==> config.mk <==
export PLATFORM = sky130hd
export DESIGN_NAME = ahbl_sram_ctrl_flat
export DESIGN_NICKNAME = d
export VERILOG_FILES = /design/src/rtl/ahbl_sram_ctrl_if.sv /design/src/rtl/ahbl_sram_ctrl.sv /design/src/flat_wrapper.sv
export SDC_FILE = /design/constraint.sdc
export NUM_CORES = 1
export LEC_CHECK = 0
export BUFFER_PORTS_ARGS = -buffer_cell sky130_fd_sc_hd__clkbuf_2
export CELL_PAD_IN_SITES_DETAIL_PLACEMENT = 2
export CELL_PAD_IN_SITES_GLOBAL_PLACEMENT = 2
export CORE_MARGIN = 2
export CORE_UTILIZATION = 20
export CTS_CLUSTER_DIAMETER = 100
export CTS_CLUSTER_SIZE = 20
export DETAILED_ROUTE_END_ITERATION = 16
export PLACE_DENSITY = 0.91
export SYNTH_ARGS = -nofsm -noshare
export SYNTH_HDL_FRONTEND = slang
export SYNTH_SLANG_ARGS = --single-unit
==> constraint.sdc <==
create_clock -name HCLK -period 2.4 [get_ports HCLK]
set_input_delay 0.48 -clock HCLK [delete_from_list [all_inputs] [get_ports HCLK]]
set_output_delay 0.48 -clock HCLK [all_outputs]
set_load 0.03 [all_outputs]
==> src/rtl/ahbl_sram_ctrl_if.sv <==
// rtl/ahbl_sram_ctrl_if.sv - AHB-Lite bus bundle between a manager and the SRAM controller
interface ahbl_sram_ctrl_if;
  // Address-phase controls plus write data, driven by the manager
  logic        HSEL;
  logic [31:0] HADDR;
  logic [1:0]  HTRANS;
  logic        HWRITE;
  logic [2:0]  HSIZE;
  logic        HREADY;
  logic [31:0] HWDATA;
  // Subordinate response
  logic [31:0] HRDATA;
  logic        HREADYOUT;
  logic        HRESP;

  modport master (
    output HSEL, HADDR, HTRANS, HWRITE, HSIZE, HREADY, HWDATA,
    input  HRDATA, HREADYOUT, HRESP
  );

  modport slave (
    input  HSEL, HADDR, HTRANS, HWRITE, HSIZE, HREADY, HWDATA,
    output HRDATA, HREADYOUT, HRESP
  );
endinterface

==> src/rtl/ahbl_sram_ctrl.sv <==
// rtl/ahbl_sram_ctrl.sv - AHB-Lite subordinate driving a single-port synchronous SRAM
module ahbl_sram_ctrl #(
  parameter int AW    = 12,
  parameter int DEPTH = 3072
) (
  input  logic                HCLK,
  input  logic                HRESETn,
  ahbl_sram_ctrl_if.slave     ahb,
  input  logic [31:0]         SRAMRDATA,
  output logic [3:0]          SRAMWEN,
  output logic [31:0]         SRAMWDATA,
  output logic                SRAMCS0,
  output logic [AW-1:0]       SRAMADDR
);

  // Each state names the data phase currently in progress on the bus.
  typedef enum logic [2:0] {
    IDLE  = 3'd0,
    WRITE = 3'd1,
    READ  = 3'd2,
    RWAIT = 3'd3,
    ERR1  = 3'd4,
    ERR2  = 3'd5
  } state_t;

  state_t        state;
  state_t        state_nxt;
  logic [AW-1:0] waddr_q;
  logic [AW-1:0] raddr_q;
  logic [3:0]    wmask_q;

  logic          acc;
  logic          accepting;
  logic          bad;
  logic [AW-1:0] word_addr;
  logic [3:0]    byte_mask;
  logic          wr_cap;
  logic          rd_cap;
  logic          cs_raw;
  logic [3:0]    wen_raw;
  logic [AW-1:0] addr_raw;
  logic          unused_haddr;

  // Bits above the decoded window carry no meaning for this RAM.
  assign unused_haddr = ^ahb.HADDR[31:AW+2];

  assign word_addr = ahb.HADDR[AW+1:2];
  assign acc       = ahb.HSEL & ahb.HREADY & ahb.HTRANS[1];
  // States that can take a new address phase; RWAIT and ERR1 hold HREADY low.
  assign accepting = (state == IDLE) || (state == WRITE) ||
                     (state == READ) || (state == ERR2);

  // Address-phase legality: size, alignment and populated depth.
  always_comb begin
    bad = 1'b0;
    if (ahb.HSIZE > 3'd2) bad = 1'b1;
    if ((ahb.HSIZE == 3'd1) && ahb.HADDR[0]) bad = 1'b1;
    if ((ahb.HSIZE == 3'd2) && (ahb.HADDR[1:0] != 2'b00)) bad = 1'b1;
    if (32'(word_addr) >= 32'(DEPTH)) bad = 1'b1;
  end

  // Byte-lane enables derived from size and the low address bits.
  always_comb begin
    byte_mask = 4'hF;
    case (ahb.HSIZE)
      3'd0:    byte_mask = 4'b0001 << ahb.HADDR[1:0];
      3'd1:    byte_mask = 4'b0011 << {ahb.HADDR[1], 1'b0};
      default: byte_mask = 4'hF;
    endcase
  end

  // Next data phase and the capture strobes for deferred SRAM accesses.
  always_comb begin
    state_nxt = state;
    wr_cap    = 1'b0;
    rd_cap    = 1'b0;
    case (state)
      IDLE, WRITE, READ, ERR2: begin
        if (acc && bad) begin
          state_nxt = ERR1;
        end else if (acc && ahb.HWRITE) begin
          state_nxt = WRITE;
          wr_cap    = 1'b1;
        end else if (acc && (state == WRITE)) begin
          // SRAM port is busy with the write, so park the read address.
          state_nxt = RWAIT;
          rd_cap    = 1'b1;
        end else if (acc) begin
          state_nxt = READ;
        end else begin
          state_nxt = IDLE;
        end
      end
      RWAIT:   state_nxt = READ;
      ERR1:    state_nxt = ERR2;
      default: state_nxt = IDLE;
    endcase
  end

  // State register and captured write/read request fields.
  always_ff @(posedge HCLK or negedge HRESETn) begin
    if (!HRESETn) begin
      state   <= IDLE;
      waddr_q <= '0;
      wmask_q <= 4'h0;
      raddr_q <= '0;
    end else begin
      state <= state_nxt;
      if (wr_cap) begin
        waddr_q <= word_addr;
        wmask_q <= byte_mask;
      end
      if (rd_cap) begin
        raddr_q <= word_addr;
      end
    end
  end

  // SRAM port arbitration: write data phase first, then a parked read, then a fresh read.
  always_comb begin
    cs_raw   = 1'b0;
    wen_raw  = 4'h0;
    addr_raw = '0;
    if (state == WRITE) begin
      cs_raw   = 1'b1;
      wen_raw  = wmask_q;
      addr_raw = waddr_q;
    end else if (state == RWAIT) begin
      cs_raw   = 1'b1;
      addr_raw = raddr_q;
    end else if (accepting && acc && !ahb.HWRITE && !bad) begin
      cs_raw   = 1'b1;
      addr_raw = word_addr;
    end
  end

  // Strobes are forced off while reset is low so nothing reaches the macro mid-reset.
  assign SRAMCS0   = cs_raw & HRESETn;
  assign SRAMWEN   = wen_raw & {4{HRESETn}};
  assign SRAMADDR  = addr_raw;
  assign SRAMWDATA = ahb.HWDATA;

  assign ahb.HRDATA    = (state == READ) ? SRAMRDATA : 32'h0;
  assign ahb.HREADYOUT = !((state == RWAIT) || (state == ERR1));
  assign ahb.HRESP     = (state == ERR1) || (state == ERR2);

endmodule

==> src/flat_wrapper.sv <==
// flat-port wrapper written by rule: the top's interface ports become plain ports
module ahbl_sram_ctrl_flat 
#(
  parameter int AW    = 12,
  parameter int DEPTH = 3072
)
  (HCLK, HRESETn, SRAMRDATA, SRAMWEN, SRAMWDATA, SRAMCS0, SRAMADDR, ahb_HSEL, ahb_HADDR, ahb_HTRANS, ahb_HWRITE, ahb_HSIZE, ahb_HREADY, ahb_HWDATA, ahb_HRDATA, ahb_HREADYOUT, ahb_HRESP);
  ahbl_sram_ctrl_if ahb_i ();
  input  logic HCLK;
  input  logic HRESETn;
  input  logic [31:0] SRAMRDATA;
  output logic [3:0] SRAMWEN;
  output logic [31:0] SRAMWDATA;
  output logic SRAMCS0;
  output logic [AW-1:0] SRAMADDR;
  input wire logic [$bits(ahb_i.HSEL)-1:0] ahb_HSEL;
  input wire logic [$bits(ahb_i.HADDR)-1:0] ahb_HADDR;
  input wire logic [$bits(ahb_i.HTRANS)-1:0] ahb_HTRANS;
  input wire logic [$bits(ahb_i.HWRITE)-1:0] ahb_HWRITE;
  input wire logic [$bits(ahb_i.HSIZE)-1:0] ahb_HSIZE;
  input wire logic [$bits(ahb_i.HREADY)-1:0] ahb_HREADY;
  input wire logic [$bits(ahb_i.HWDATA)-1:0] ahb_HWDATA;
  output wire logic [$bits(ahb_i.HRDATA)-1:0] ahb_HRDATA;
  output wire logic [$bits(ahb_i.HREADYOUT)-1:0] ahb_HREADYOUT;
  output wire logic [$bits(ahb_i.HRESP)-1:0] ahb_HRESP;
  assign ahb_i.HSEL = ahb_HSEL;
  assign ahb_i.HADDR = ahb_HADDR;
  assign ahb_i.HTRANS = ahb_HTRANS;
  assign ahb_i.HWRITE = ahb_HWRITE;
  assign ahb_i.HSIZE = ahb_HSIZE;
  assign ahb_i.HREADY = ahb_HREADY;
  assign ahb_i.HWDATA = ahb_HWDATA;
  assign ahb_HRDATA = ahb_i.HRDATA;
  assign ahb_HREADYOUT = ahb_i.HREADYOUT;
  assign ahb_HRESP = ahb_i.HRESP;
  ahbl_sram_ctrl #(.AW(AW), .DEPTH(DEPTH)) u_core (.HCLK(HCLK), .HRESETn(HRESETn), .ahb(ahb_i), .SRAMRDATA(SRAMRDATA), .SRAMWEN(SRAMWEN), .SRAMWDATA(SRAMWDATA), .SRAMCS0(SRAMCS0), .SRAMADDR(SRAMADDR));
endmodule
==> Word-level counts from Yosys, hierarchy flattened <==
Index checks and enable logic that the tools add are counted.
Widths: inputs -> output; s select.
{ "classes": {"order_cmp": 2, "n_eq_ne": 7, "shift": 2, "mux": 25, "bitwise": 4, "reduce_logical": 20} }
{ "ops": {"columns": ["operator", "count"], "rows": [
  ["$mux 12", 3],
  ["$mux 32", 1],
  ["$mux 1", 14],
  ["$ge 12x12->1 const B", 1],
  ["$eq 3x2->1 const B", 3],
  ["$mux 3", 3],
  ["$pmux 3 s3", 1],
  ["$logic_and 1x1->1", 8],
  ["$pmux 4 s2", 1],
  ["$eq 3x1->1 const B", 2],
  ["$eq 3x3->1 const B", 2],
  ["$logic_not 3->1", 2],
  ["$logic_or 1x1->1", 5],
  ["$and 4x4->4", 1],
  ["$mux 4", 1],
  ["$reduce_or 4->1", 1],
  ["$shl 1x2->4 const A", 1],
  ["$shl 2x2->4 const A", 1],
  ["$and 1x1->1", 3],
  ["$gt 3x2->1 const B", 1],
  ["$logic_not 1->1", 3],
  ["$mux 2", 1],
  ["$reduce_bool 2->1", 1]
]} }
{ "totals": {"reg_bits": 31, "inputBits": 106, "output_inout_bits": 83, "elab_cells": 64} }

==> Logic depth before layout (Yosys ltp) <==
Gate-level depths: netlist (run 1).
{ "logic_depth": {"ltp_word": 11, "mapped_depth": 6, "ltp_nobuf": 4} }

==> Worst setup path after synthesis (run 1) <==
OpenSTA, ideal clock, no wires.
{ "synth_path": {"path_type": "input to output", "from": "in ahb_HSIZE[0]", "to": "out SRAMCS0", "t_arrival_ps": 2012, "required_ps": 1920, "slack_ps": -92, "path_stages": 4, "n_path_buf": 0, "path_cell_list": "o31ai_4 -> o211ai_4 -> or3_1 -> a21boi_0"} }
{ "synth_via": {"elab_chain_len": 11, "elab_cells_between_ends": 15} }
{ "synth_rtl": {"columns": ["item", "line", "source"], "rows": [
  ["start: declaration", "flat_wrapper.sv:20", "input wire logic [$bits(ahb_i.HSIZE)-1:0] ahb_HSIZE;"],
  ["$gt 3x2->1 / $eq 3x1->1 (equally long branches)", "ahbl_sram_ctrl.sv:56, ahbl_sram_ctrl.sv:57", null],
  ["$mux 1 / $logic_and 1x1->1 (equally long branches)", "ahbl_sram_ctrl.sv:56, ahbl_sram_ctrl.sv:57", null],
  ["$mux 1", "ahbl_sram_ctrl.sv:57", "if ((ahb.HSIZE == 3'd1) && ahb.HADDR[0]) bad = 1'b1;"],
  ["$mux 1 (*)", "ahbl_sram_ctrl.sv:58", "if ((ahb.HSIZE == 3'd2) && (ahb.HADDR[1:0] != 2'b00)) bad = 1'b1;"],
  ["$mux 1 (*)", "ahbl_sram_ctrl.sv:59", "if (32'(word_addr) >= 32'(DEPTH)) bad = 1'b1;"],
  ["$logic_not 1->1 (*)", "ahbl_sram_ctrl.sv:131", "end else if (accepting && acc && !ahb.HWRITE && !bad) begin"],
  ["$logic_and 1x1->1 (*)", "ahbl_sram_ctrl.sv:131", null],
  ["$mux 1 (*)", "ahbl_sram_ctrl.sv:131", null],
  ["$mux 1 (*)", "ahbl_sram_ctrl.sv:128", "end else if (state == RWAIT) begin"],
  ["$mux 1 (*)", "ahbl_sram_ctrl.sv:124", "if (state == WRITE) begin"],
  ["$and 1x1->1 (*)", "ahbl_sram_ctrl.sv:138", "assign SRAMCS0 = cs_raw & HRESETn;"],
  ["end: declaration", "flat_wrapper.sv:14", "output logic SRAMCS0;"]
]} }
Every way passes the cells marked *; elsewhere a longest branch is shown, timed or not.

==> Worst setup path in the final report (run 1) <==
{ "layout_path": {"from": "reg u_core.state[0]", "to": "out SRAMCS0"} }
{ "layout_via": {"elab_chain_len": 11, "elab_cells_between_ends": 15} }
{ "layout_rtl": {"columns": ["item", "line", "source"], "rows": [
  ["start: declaration", "ahbl_sram_ctrl.sv:26", "state_t state;"],
  ["start signal: assignment", "ahbl_sram_ctrl.sv:108", "state <= state_nxt;"],
  ["$eq 3x1->1 / $logic_not 3->1 (equally long branches)", "ahbl_sram_ctrl.sv:50, ahbl_sram_ctrl.sv:124", null],
  ["$logic_or 1x1->1 (2 in series)", "ahbl_sram_ctrl.sv:50", "assign accepting = (state == IDLE) || (state == WRITE) ||"],
  ["$logic_or 1x1->1", "ahbl_sram_ctrl.sv:51", "(state == READ) || (state == ERR2);"],
  ["$logic_and 1x1->1 (3 in series)", "ahbl_sram_ctrl.sv:131", null],
  ["$mux 1", "ahbl_sram_ctrl.sv:131", null],
  ["$mux 1", "ahbl_sram_ctrl.sv:128", null],
  ["$mux 1 (*)", "ahbl_sram_ctrl.sv:124", null],
  ["$and 1x1->1 (*)", "ahbl_sram_ctrl.sv:138", null]
]} }
Marked as above.

==> out/qor.csv, run 1 <==
stage,metric,value,unit
floorplan,row cnt,38,
floorplan,Initial Util,20.4,%
final_layout,share of layout cells above drive strength 1,61.3,%
floorplan,DIE HEIGHT,109,µm
worst_setup_path,crit path max fanout,4,
power_and_ir_drop,pwr dens,644,nW/µm²
clock_network,"Clk Latency, worst-skew pair",0.29,ns
worst_setup_path,Crit path buffers/inverters,1,
power_and_ir_drop,Leak Pwr,1.46,nW
grt,antenna violations before repair,0,
place,placed cells,419,
floorplan,I/O pins,189,
final_layout,"leading cell type in the layout, fill and taps excluded",clkbuf_2,
place,final RePlAce weighted congestion,0.680,
power_and_ir_drop,Reg power frac,38.4,%
final_layout,Layout area overhead,36.3,%
sta,post-route setup slack,-0.0507,ns
logic_synthesis,YS warnings,0,
worst_setup_path,crit path kind,reg -> out,
logic_synthesis,post-synthesis mux area share,23.3,%
drt,wire length per cell,16.4,µm
flow_run,max-cap viol count,0,
final_layout,most frequent cells in the layout,"clkbuf_2, and2_1, dfrtp_1",
logic_synthesis,Synth Register Bits,31,
sta,Max-slew headroom,76.3,%
power_and_ir_drop,switching share of power,36.6,%
logic_synthesis,Post-Synthesis Cell Area,2190,µm²
grt,first-pass GRT wire length,10500,µm
sta,Finish-stage setup viols,12,
logic_synthesis,Netlist cell types,35,
clock_network,clk sinks,31,
logic_synthesis,sequential fraction of the synthesis area,35.5,%
final_layout,final net count,397,
status,outcome,finished with violations,
worst_setup_path,critical path arrival,1.97,ns
grt,number of global-route vias before repair,1961,
grt,met1 Use GR,13.1,%
grt,M3 GR Usage,2.17,%
logic_synthesis,Synth Area in XOR/XNOR,0,%
power_and_ir_drop,Int Power,1.22,mW
logic_synthesis,leading post-synthesis cells by cell area,"dfrtp_1, mux2_4, buf_4",
final_layout,Post-Layout Cell Count,432,
clock_network,clock buffer depth,2,
status,failing checks,negative setup slack,
min_path,worst min path class,in -> async,
logic_synthesis,post-synthesis instance total,199,
place,Port Buf Inserts,105,
worst_setup_path,Critical Path RT,1.92,ns
logic_synthesis,Post-Synth Simple-Gate Area,16.7,%
final_layout,Fillers,1235,
logic_synthesis,post-synth net total,305,
drt,ANT nets after route,0,
drt,drt first-iter violations,58,
logic_synthesis,Synth Area in Compound Gates,10.1,%
power_and_ir_drop,sw power,0.702,mW
clock_network,H-tree levels,2,
worst_setup_path,Top delay family on crit path,simple AND/OR/NAND/NOR gates,
logic_synthesis,adder-cell share of the synthesized area,0,%
worst_setup_path,Worst setup SP type,register,
place,Final HPWL DP,5510,µm
grt,pin count of the biggest net entering global routing,33,
logic_synthesis,area share of the largest cell type after synthesis,35.5,%
worst_setup_path,worst-path cell chain,"or2_1, a21o_1, or3_1, a21boi_2, clkbuf_8",
clock_network,Clock Pin Slew Worst Setup and Hold Paths,0.07,ns
logic_synthesis,Syn Area/Cell,11.0,µm²
place,pre-CTS setup slack,0.0184,ns
clock_network,CTS Root Cell,clkbuf_8,
sta,Setup TNS,-0.282,ns
power_and_ir_drop,Clk pwr share,21.3,%
power_and_ir_drop,combinational power share,40.3,%
sta,Worst Tran Pin Value,0.355,ns
logic_synthesis,commonest register cell after synthesis,dfrtp_1,
sta,Pins Over Slew Limit,0,
grt,GRT Max-Usage Layer,met2,
final_layout,final core utilization,27.7,%
sta,fin crit share,102,%
logic_synthesis,Yosys top cell by area,dfrtp_1,
logic_synthesis,async set or reset register ratio after synthesis,100,%
clock_network,CTS tree,built,
grt,GR Util All Layers,11.5,%
worst_setup_path,CP endpoint kind,primary output,
grt,met2 GRT Util,21.7,%
sta,clk_skew,0.00367,ns
power_and_ir_drop,VDD IR-drop max,0.210,mV
clock_network,CTS buffer count,5,
drt,drt pass-1 iters,3,
sta,Fin. Hold Viols,0,
logic_synthesis,main combinational cell family by area after synthesis,multiplexers,
floorplan,core region area,10700,µm²
floorplan,Die Width,109,µm
drt,vias,1776,
grt,total grt overflow,0,
drt,post-DR vias/cell,4.11,
logic_synthesis,number of flops mapped to enable cells by yosys,0,
final_layout,ANT cells,0,
floorplan,die area,11800,µm²
worst_setup_path,CP max-delay cell,dfrtp_2,
sta,Max Fclk,408,MHz
worst_setup_path,crit-path max cell delay,0.44,ns
sta,crit path time final,2.45,ns
drt,WL final,7080,µm
sta,RSZ-0062 raised after global routing,yes,
drt,Residual DRC,0,
flip-flops by register name, indices dropped and copies added (netlist names):
signal	count
u_core.state	3
u_core.wmask_q	4
u_core.waddr_q	12
u_core.raddr_q	12
worst reg2reg max path: cells and delay by family, from the launching register on:
family,cells,cell delay (ns)
simple gates,3,0.88
buf+inv,2,0.42
flops,1,0.38
mux,1,0.37
power by group through the flow:
stage	Clock (mW)	Combinational, mW	Sequential, mW
3_3_place_gp	0	0.669	0.728
6_report	0.409	0.774	0.737
3_5_place_dp	0	0.707	0.745
4_1_cts	0.425	0.760	0.736
2_1_floorplan	0	0.551	0.721
5_1_grt	0.451	0.839	0.755
synth_stat cells, types with 2 or more instances:
| master | number |
|---|---|
| a21oi_1 | 3 |
| nand2b_1 | 3 |
| mux2_2 | 8 |
| o21ai_0 | 6 |
| nor2_1 | 2 |
| nor2b_1 | 3 |
| mux2i_1 | 12 |
| o2bb2ai_1 | 11 |
| mux2_4 | 20 |
| nand2_1 | 2 |
| buf_2 | 2 |
| inv_1 | 4 |
| a21boi_0 | 2 |
| dfrtp_1 | 31 |
| and2_1 | 36 |
| buf_4 | 32 |
| clkbuf_1 | 4 |
logic make-up after synthesis:
kind of cell           after synthesis
AOI/OAI and AO/OA                   27
buffers and inverters               45
DFF                                 31
muxes                               40
and+or+nand+nor                     56
worst paths after layout:
| path | from | end | slack (ns) | cells after the start |
|---|---|---|---|---|
| min in group HCLK | ahb_HADDR[6] | u_core.waddr_q[4] | 0.46 | 2 |
| hold / removal | HRESETn | u_core.state[2] | 0.005 | 1 |
| setup reg to reg | u_core.state[2] | u_core.raddr_q[4] | 0.22 | 6 |
| setup / recovery | u_core.state[0] | SRAMCS0 | -0.05 | 5 |
| hold reg to reg | u_core.waddr_q[2] | u_core.waddr_q[2] | 0.51 | 1 |
| max in group asynchronous | HRESETn | u_core.raddr_q[2] | 1.82 | 2 |
cell type report:
| class | instances | area, µm² | share of cell area [%] |
|---|---|---|---|
| clock buffers | 5 | 68.8 | 2.31 |
| repair buffers | 126 | 764 | 25.7 |
| flip-flops and latches | 31 | 777 | 26.1 |
| well taps | 140 | 175 | 5.88 |
| multi-input cells | 123 | 1160 | 38.9 |
| inverters | 4 | 15.0 | 0.504 |
| clock inverters | 3 | 20.0 | 0.672 |
layer usage:
metal	wire, µm	vias to the layer above
li1	-	830
met1	2760	906
met2	4030	34
met3	230	6
met4	62	0
met5	0	-
what timing repair did:
action / CTS / global route
setup buffers: 2 / 1
setup endpoints to repair: 14 / 39
cloned: 1 / 1
hold buffers: 0 / 0
gates resized for setup: 26 / 22
endpoints found under the hold margin: 0 / 0
through the flow:
stage / power (mW) / hold WS (ns) / instance area [µm²]
finish: 1.92 / 0.00486 / 2980
global route: 2.05 / 0.00454 / 2980
CTS: 1.92 / 0.00893 / 2920
detailed placement: 1.45 / 0.316 / 2720
global placement: 1.40 / 0.310 / 2720
floorplan: 1.27 / 0.184 / 2190
(Power assumes the default switching activity.)
==> inputs of run 2 (changes only) <==
CORE_UTILIZATION = 18   (was 20)
MAX_ROUTING_LAYER = met4   (was unset)
PLACE_DENSITY = 0.87   (was 0.91)
clock period = 2.2 ns   (was 2.4 ns; I/O delays follow)
==> run 2 against run 1 <==
  * The flow still finishes with violations (negative setup slack)
  * Non-clock buffer count rose by 5
  * Clock power rose by 78%
  * Utilization decreased by 1.3 points
  * Die area is 11% higher
  * Largest power group unchanged
  * First-iteration DRC count shrank 29%
  * Count of clock-buffer cells in the layout is 2 higher
  * Worst hold slack improved by 0.021 ns
==> out/qor.csv, run 2 (synthesized netlist as in run 1, its figures left out) <==
stage,metric,value,unit
drt,drt pass-1 iters,3,
drt,wire length per cell,16.7,µm
worst_setup_path,"most used cell, CP",buf_4,
worst_setup_path,crit path kind,reg -> out,
place,Area after DPL,2780,µm²
floorplan,DIE HEIGHT,114,µm
clock_network,H-tree levels,2,
worst_setup_path,RR Endpoint,u_core.raddr_q[3],
grt,GR Util All Layers,11.3,%
final_layout,share of layout cells above drive strength 1,61.6,%
clock_network,CTS tree,built,
worst_setup_path,Top delay family on crit path,simple AND/OR/NAND/NOR gates,
drt,ANT nets after route,0,
worst_setup_path,Crit path buffers/inverters,2,
clock_network,clock buffer depth,2,
grt,number of global-route vias before repair,2092,
final_layout,cell area after layout,3150,µm²
worst_setup_path,Worst setup SP type,register,
sta,Pins Over Slew Limit,0,
clock_network,CTS buffer count,5,
final_layout,ANT cells,0,
status,failing checks,negative setup slack,
floorplan,row cnt,40,
sta,fin crit share,106,%
sta,post-route setup slack,-0.132,ns
final_layout,final core utilization,26.4,%
worst_setup_path,CP max-delay cell,dfrtp_1,
sta,Finish-stage setup viols,13,
drt,WL final,7430,µm
sta,Worst Tran Pin Value,0.268,ns
min_path,worst min path class,in -> async,
drt,drt first-iter violations,41,
drt,post-DR vias/cell,4.15,
floorplan,core region area,11900,µm²
status,outcome,finished with violations,
floorplan,die area,13000,µm²
worst_setup_path,Critical Path RT,1.76,ns
final_layout,Fillers,1317,
sta,Max-slew headroom,81.6,%
power_and_ir_drop,Leak Pwr,1.53,nW
worst_setup_path,Worst R2R Setup Slack,0.16,ns
clock_network,clk sinks,31,
drt,vias,1842,
worst_setup_path,critical path arrival,1.89,ns
clock_network,hold buffers post-CTS,0,
place,final RePlAce weighted congestion,0.726,
floorplan,Initial Util,18.4,%
grt,first-pass GRT wire length,11200,µm
clock_network,Clock Pin Slew Worst Setup and Hold Paths,0.05,ns
sta,Fin. Hold Viols,0,
worst_setup_path,R2R cell count,6,
clock_network,"Clk Latency, worst-skew pair",0.28,ns
final_layout,Layout area overhead,43.8,%
worst_setup_path,CP endpoint kind,primary output,
final_layout,"leading cell type in the layout, fill and taps excluded",clkbuf_2,
final_layout,final net count,402,
power_and_ir_drop,pwr dens,769,nW/µm²
drt,Residual DRC,0,
sta,clk_skew,0.00551,ns
worst_setup_path,crit path max fanout,5,
sta,crit path time final,2.33,ns
grt,total grt overflow,0,
worst_setup_path,crit-path max cell delay,0.40,ns
sta,RSZ-0062 raised after global routing,yes,
power_and_ir_drop,VDD IR-drop max,0.248,mV
floorplan,I/O pins,189,
worst_setup_path,worst reg2reg startpoint,u_core.state[1],
grt,pin count of the biggest net entering global routing,23,
final_layout,Largest regs,"u_core.raddr_q (12), u_core.waddr_q (12), u_core.wmask_q (4)",
clock_network,CTS Root Cell,clkbuf_16,
floorplan,Die Width,114,µm
sta,Max Fclk,429,MHz
worst_setup_path,worst-path cell chain,"or2_1, a21o_1, nor4_4, buf_4, o2bb2ai_1, buf_4",
place,Final HPWL DP,5900,µm
flow_run,max-cap viol count,0,
grt,antenna violations before repair,0,
final_layout,most frequent cells in the layout,"clkbuf_2, and2_1, dfrtp_1",
place,Port Buf Inserts,105,
run 2: cell count changes in the layout (fill, tap and decap cells not counted), sizes merged:
cell      change
clkinvlp      -1
clkbuf        -3
clkinv        -1
buf          +10
run 2: area by class of cell:
class / instances / area, µm² / share of cell area (%)
multi-input cells: 123 / 1180 / 37.5
repair buffers: 131 / 831 / 26.4
flip-flops and latches: 31 / 776 / 24.7
well taps: 147 / 184 / 5.85
clock buffers: 7 / 153 / 4.85
inverters: 4 / 15.0 / 0.477
clock inverters: 1 / 7.51 / 0.239
run 2: report_power, final:
part | internal (mW) | switching (mW)
sequential | 0.713 | 0.0823
combinational | 0.421 | 0.472
clock | 0.480 | 0.249
run 2: timing repair:
| item | CTS | global route |
|---|---|---|
| buffers inserted | 0 | 4 |
| pin swaps | 2 | 2 |
| gates cloned | 0 | 2 |
| resized for setup | 24 | 33 |
| endpoints found under the setup margin | 45 | 49 |
run 2: routing by layer:
| metal | routed length [µm] | vias up | track usage (%) |
|---|---|---|---|
| met2 | 4180 | 65 | 20.8 |
| met3 | 366 | 8 | 1.96 |
| li1 | - | 844 | - |
| met1 | 2790 | 925 | 12.3 |
| met5 | 0 | - | - |
| met4 | 93 | 0 | 3.41 |
run 2: worst max path at each step:
stage / from / endpoint / depth (start not counted)
after floorplan: ahb_HSIZE[0] / SRAMADDR[10] / 4
after global placement: ahb_HSIZE[0] / SRAMCS0 / 6
after detailed placement: ahb_HSIZE[0] / SRAMCS0 / 6
after CTS: u_core.state[0] / SRAMADDR[2] / 6
after global routing: u_core.state[0] / SRAMADDR[7] / 6
final: u_core.state[0] / SRAMADDR[7] / 6
run 2: per-stage QoR:
step | total power [mW] | cells | setup slack [ns] | setup TNS, ns | hold WS (ns)
2_1_floorplan | 1.39 | 199 | 0.00942 | 0 | 0.144
3_3_place_gp | 1.56 | 430 | -0.120 | -0.876 | 0.315
3_5_place_dp | 1.62 | 430 | -0.180 | -1.08 | 0.328
4_1_cts | 2.40 | 438 | -0.166 | -1.63 | 0.0355
5_1_grt | 2.55 | 444 | -0.197 | -2.17 | 0.0380
6_report | 2.42 | 444 | -0.132 | -1.17 | 0.0263
==> inputs of run 3 (changes only) <==
CORE_UTILIZATION = 22   (was 18)
PLACE_DENSITY = 0.95   (was 0.87)
clock period = 2.7 ns   (was 2.2 ns; I/O delays follow)
==> run 3 against run 2 <==
  * The run now ends clean
  * Final cell count shrank 7.2%
  * Utilization grew 2.1 points
  * Register-to-register slack gained 0.37 ns
  * Sequential share of layout area grew 3.4 points
  * Critical path type unchanged
  * Largest power group is now registers
==> out/qor.csv, run 3 (synthesized netlist as in run 1, its figures left out) <==
stage,metric,value,unit
status,outcome,finished clean,
power_and_ir_drop,switching share of power,34.1,%
worst_setup_path,Critical Path RT,2.16,ns
clock_network,post_cts resized,3,
grt,pin count of the biggest net entering global routing,33,
clock_network,"Clk Latency, worst-skew pair",0.28,ns
floorplan,Initial Util,22.5,%
power_and_ir_drop,Int Power,1.12,mW
drt,ANT nets after route,0,
worst_setup_path,crit-path max cell delay,0.46,ns
power_and_ir_drop,sw power,0.580,mW
sta,Max Fclk,383,MHz
final_layout,share of layout cells above drive strength 1,57.0,%
place,placed cells,404,
worst_setup_path,RR Endpoint,u_core.raddr_q[4],
place,final RePlAce weighted congestion,0.809,
power_and_ir_drop,pwr dens,613,nW/µm²
sta,Pins Over Slew Limit,0,
sta,Max-slew headroom,64.1,%
final_layout,cell area after layout,2770,µm²
grt,GR Util All Layers,12.7,%
floorplan,core region area,9730,µm²
worst_setup_path,CP max-delay cell,dfrtp_2,
floorplan,I/O pins,189,
worst_setup_path,crit path kind,reg -> out,
worst_setup_path,worst-path cell chain,"or2_1, a21o_1, nor4_2, buf_4, o2bb2ai_1, buf_2",
final_layout,Fillers,1132,
min_path,worst min path class,in -> async,
place,Final HPWL DP,5280,µm
worst_setup_path,Worst R2R Setup Slack,0.53,ns
floorplan,die area,10800,µm²
final_layout,multi-input logic area,1110,µm²
clock_network,Clock Pin Slew Worst Setup and Hold Paths,0.07,ns
final_layout,FF/Latch Area,778,µm²
final_layout,Post-Layout Cell Count,412,
final_layout,ANT cells,0,
sta,Fin. Hold Viols,0,
place,pre-CTS setup slack,0.0961,ns
sta,clk_skew,0.00244,ns
final_layout,Layout area overhead,26.7,%
clock_network,CTS tree,built,
worst_setup_path,R2R cell count,4,
drt,vias,1710,
place,Port Buf Inserts,105,
final_layout,"leading cell type in the layout, fill and taps excluded",clkbuf_2,
floorplan,Die Width,104,µm
worst_setup_path,worst reg2reg startpoint,u_core.state[2],
power_and_ir_drop,Reg power frac,39.1,%
drt,drt pass-1 iters,4,
power_and_ir_drop,Leak Pwr,1.38,nW
grt,antenna violations before repair,0,
drt,drt first-iter violations,61,
power_and_ir_drop,combinational power share,33.6,%
power_and_ir_drop,Clk pwr share,27.3,%
sta,post-route setup slack,0.0910,ns
final_layout,final net count,384,
worst_setup_path,CP endpoint kind,primary output,
worst_setup_path,Worst setup SP type,register,
drt,wire length per cell,16.1,µm
flow_run,max-cap viol count,0,
clock_network,setup bufs post-CTS,0,
drt,post-DR vias/cell,4.15,
final_layout,Largest regs,"u_core.raddr_q (12), u_core.waddr_q (12), u_core.wmask_q (4)",
drt,WL final,6630,µm
clock_network,clock buffer depth,2,
sta,Setup TNS,0,ns
worst_setup_path,critical path arrival,2.07,ns
grt,first-pass GRT wire length,10700,µm
clock_network,CTS Root Cell,clkbuf_8,
grt,total grt overflow,0,
worst_setup_path,crit path max fanout,11,
clock_network,CTS buffer count,5,
floorplan,row cnt,36,
sta,Worst Tran Pin Value,0.538,ns
sta,fin crit share,96.6,%
floorplan,DIE HEIGHT,104,µm
clock_network,clk sinks,31,
clock_network,H-tree levels,2,
place,Area after DPL,2650,µm²
sta,RSZ-0062 raised after global routing,yes,
clock_network,hold buffers post-CTS,0,
sta,crit path time final,2.61,ns
grt,number of global-route vias before repair,1915,
power_and_ir_drop,VDD IR-drop max,0.339,mV
sta,Finish-stage setup viols,0,
final_layout,most frequent cells in the layout,"clkbuf_2, and2_1, dfrtp_1",
sta,Fin Hold WS,0.0957,ns
drt,Residual DRC,0,
[run 3: cell types whose count changed in the layout (fill, tap and decap cells not counted), moves of 3 or more]
cell       change
buf_12         -3
buf_4         -18
buf_6          -6
clkbuf_16      -5
clkbuf_2      +14
clkbuf_8       +3
o2bb2ai_1      +4
o2bb2ai_2      -4
[run 3: power groups by stage]
stage          logic, mW  registers [mW]  clock network [mW]
4_1_cts            0.586           0.663               0.484
3_5_place_dp       0.581           0.670                   0
5_1_grt            0.626           0.683               0.502
3_3_place_gp       0.556           0.658                   0
2_1_floorplan      0.489           0.641                   0
6_report           0.570           0.664               0.464
[run 3: area by class of cell]
cell class,instances,share of cell area (%)
multi-input cells,123,40.0
clock inverters,3,1.58
well taps,133,6.01
repair buffers,113,21.3
inverters,4,0.542
flip-flops and latches,31,28.1
clock buffers,5,2.48
[run 3: through the flow]
stage / util, % / total power [mW]
final: 28.5 / 1.70
after global routing: 28.5 / 1.81
after CTS: 28.4 / 1.73
after detailed placement: 27.2 / 1.25
after global placement: 27.2 / 1.21
after floorplan: - / 1.13
[run 3: worst max-delay path, delay by kind of cell (launching register included)]
family	cells	cell delay [ns]
buf+inv	2	0.50
flops	1	0.46
compound gates	2	0.44
simple gates	2	0.38
[run 3: layer usage]
layer  routed length, µm  global-route usage (%)  vias to the layer above
met1                2670                    14.4                      842
met5                   0                       -                        -
li1                    -                       -                      808
met2                3550                    22.9                       53
met4                  76                    3.86                        0
met3                 333                    1.95                        7
[run 3: how the worst max path moves through the flow]
| stage | slack [ns] | cells after the start | end | start |
|---|---|---|---|---|
| 2_1_floorplan | 0.09 | 4 | SRAMCS0 | ahb_HSIZE[0] |
| 3_3_place_gp | 0.11 | 6 | SRAMCS0 | ahb_HSIZE[0] |
| 3_5_place_dp | 0.1 | 6 | SRAMCS0 | ahb_HSIZE[0] |
| 4_1_cts | 0.01 | 6 | SRAMADDR[10] | u_core.state[0] |
| 5_1_grt | -0.002 | 6 | SRAMADDR[11] | u_core.state[0] |
| 6_report | 0.09 | 6 | SRAMADDR[11] | u_core.state[0] |
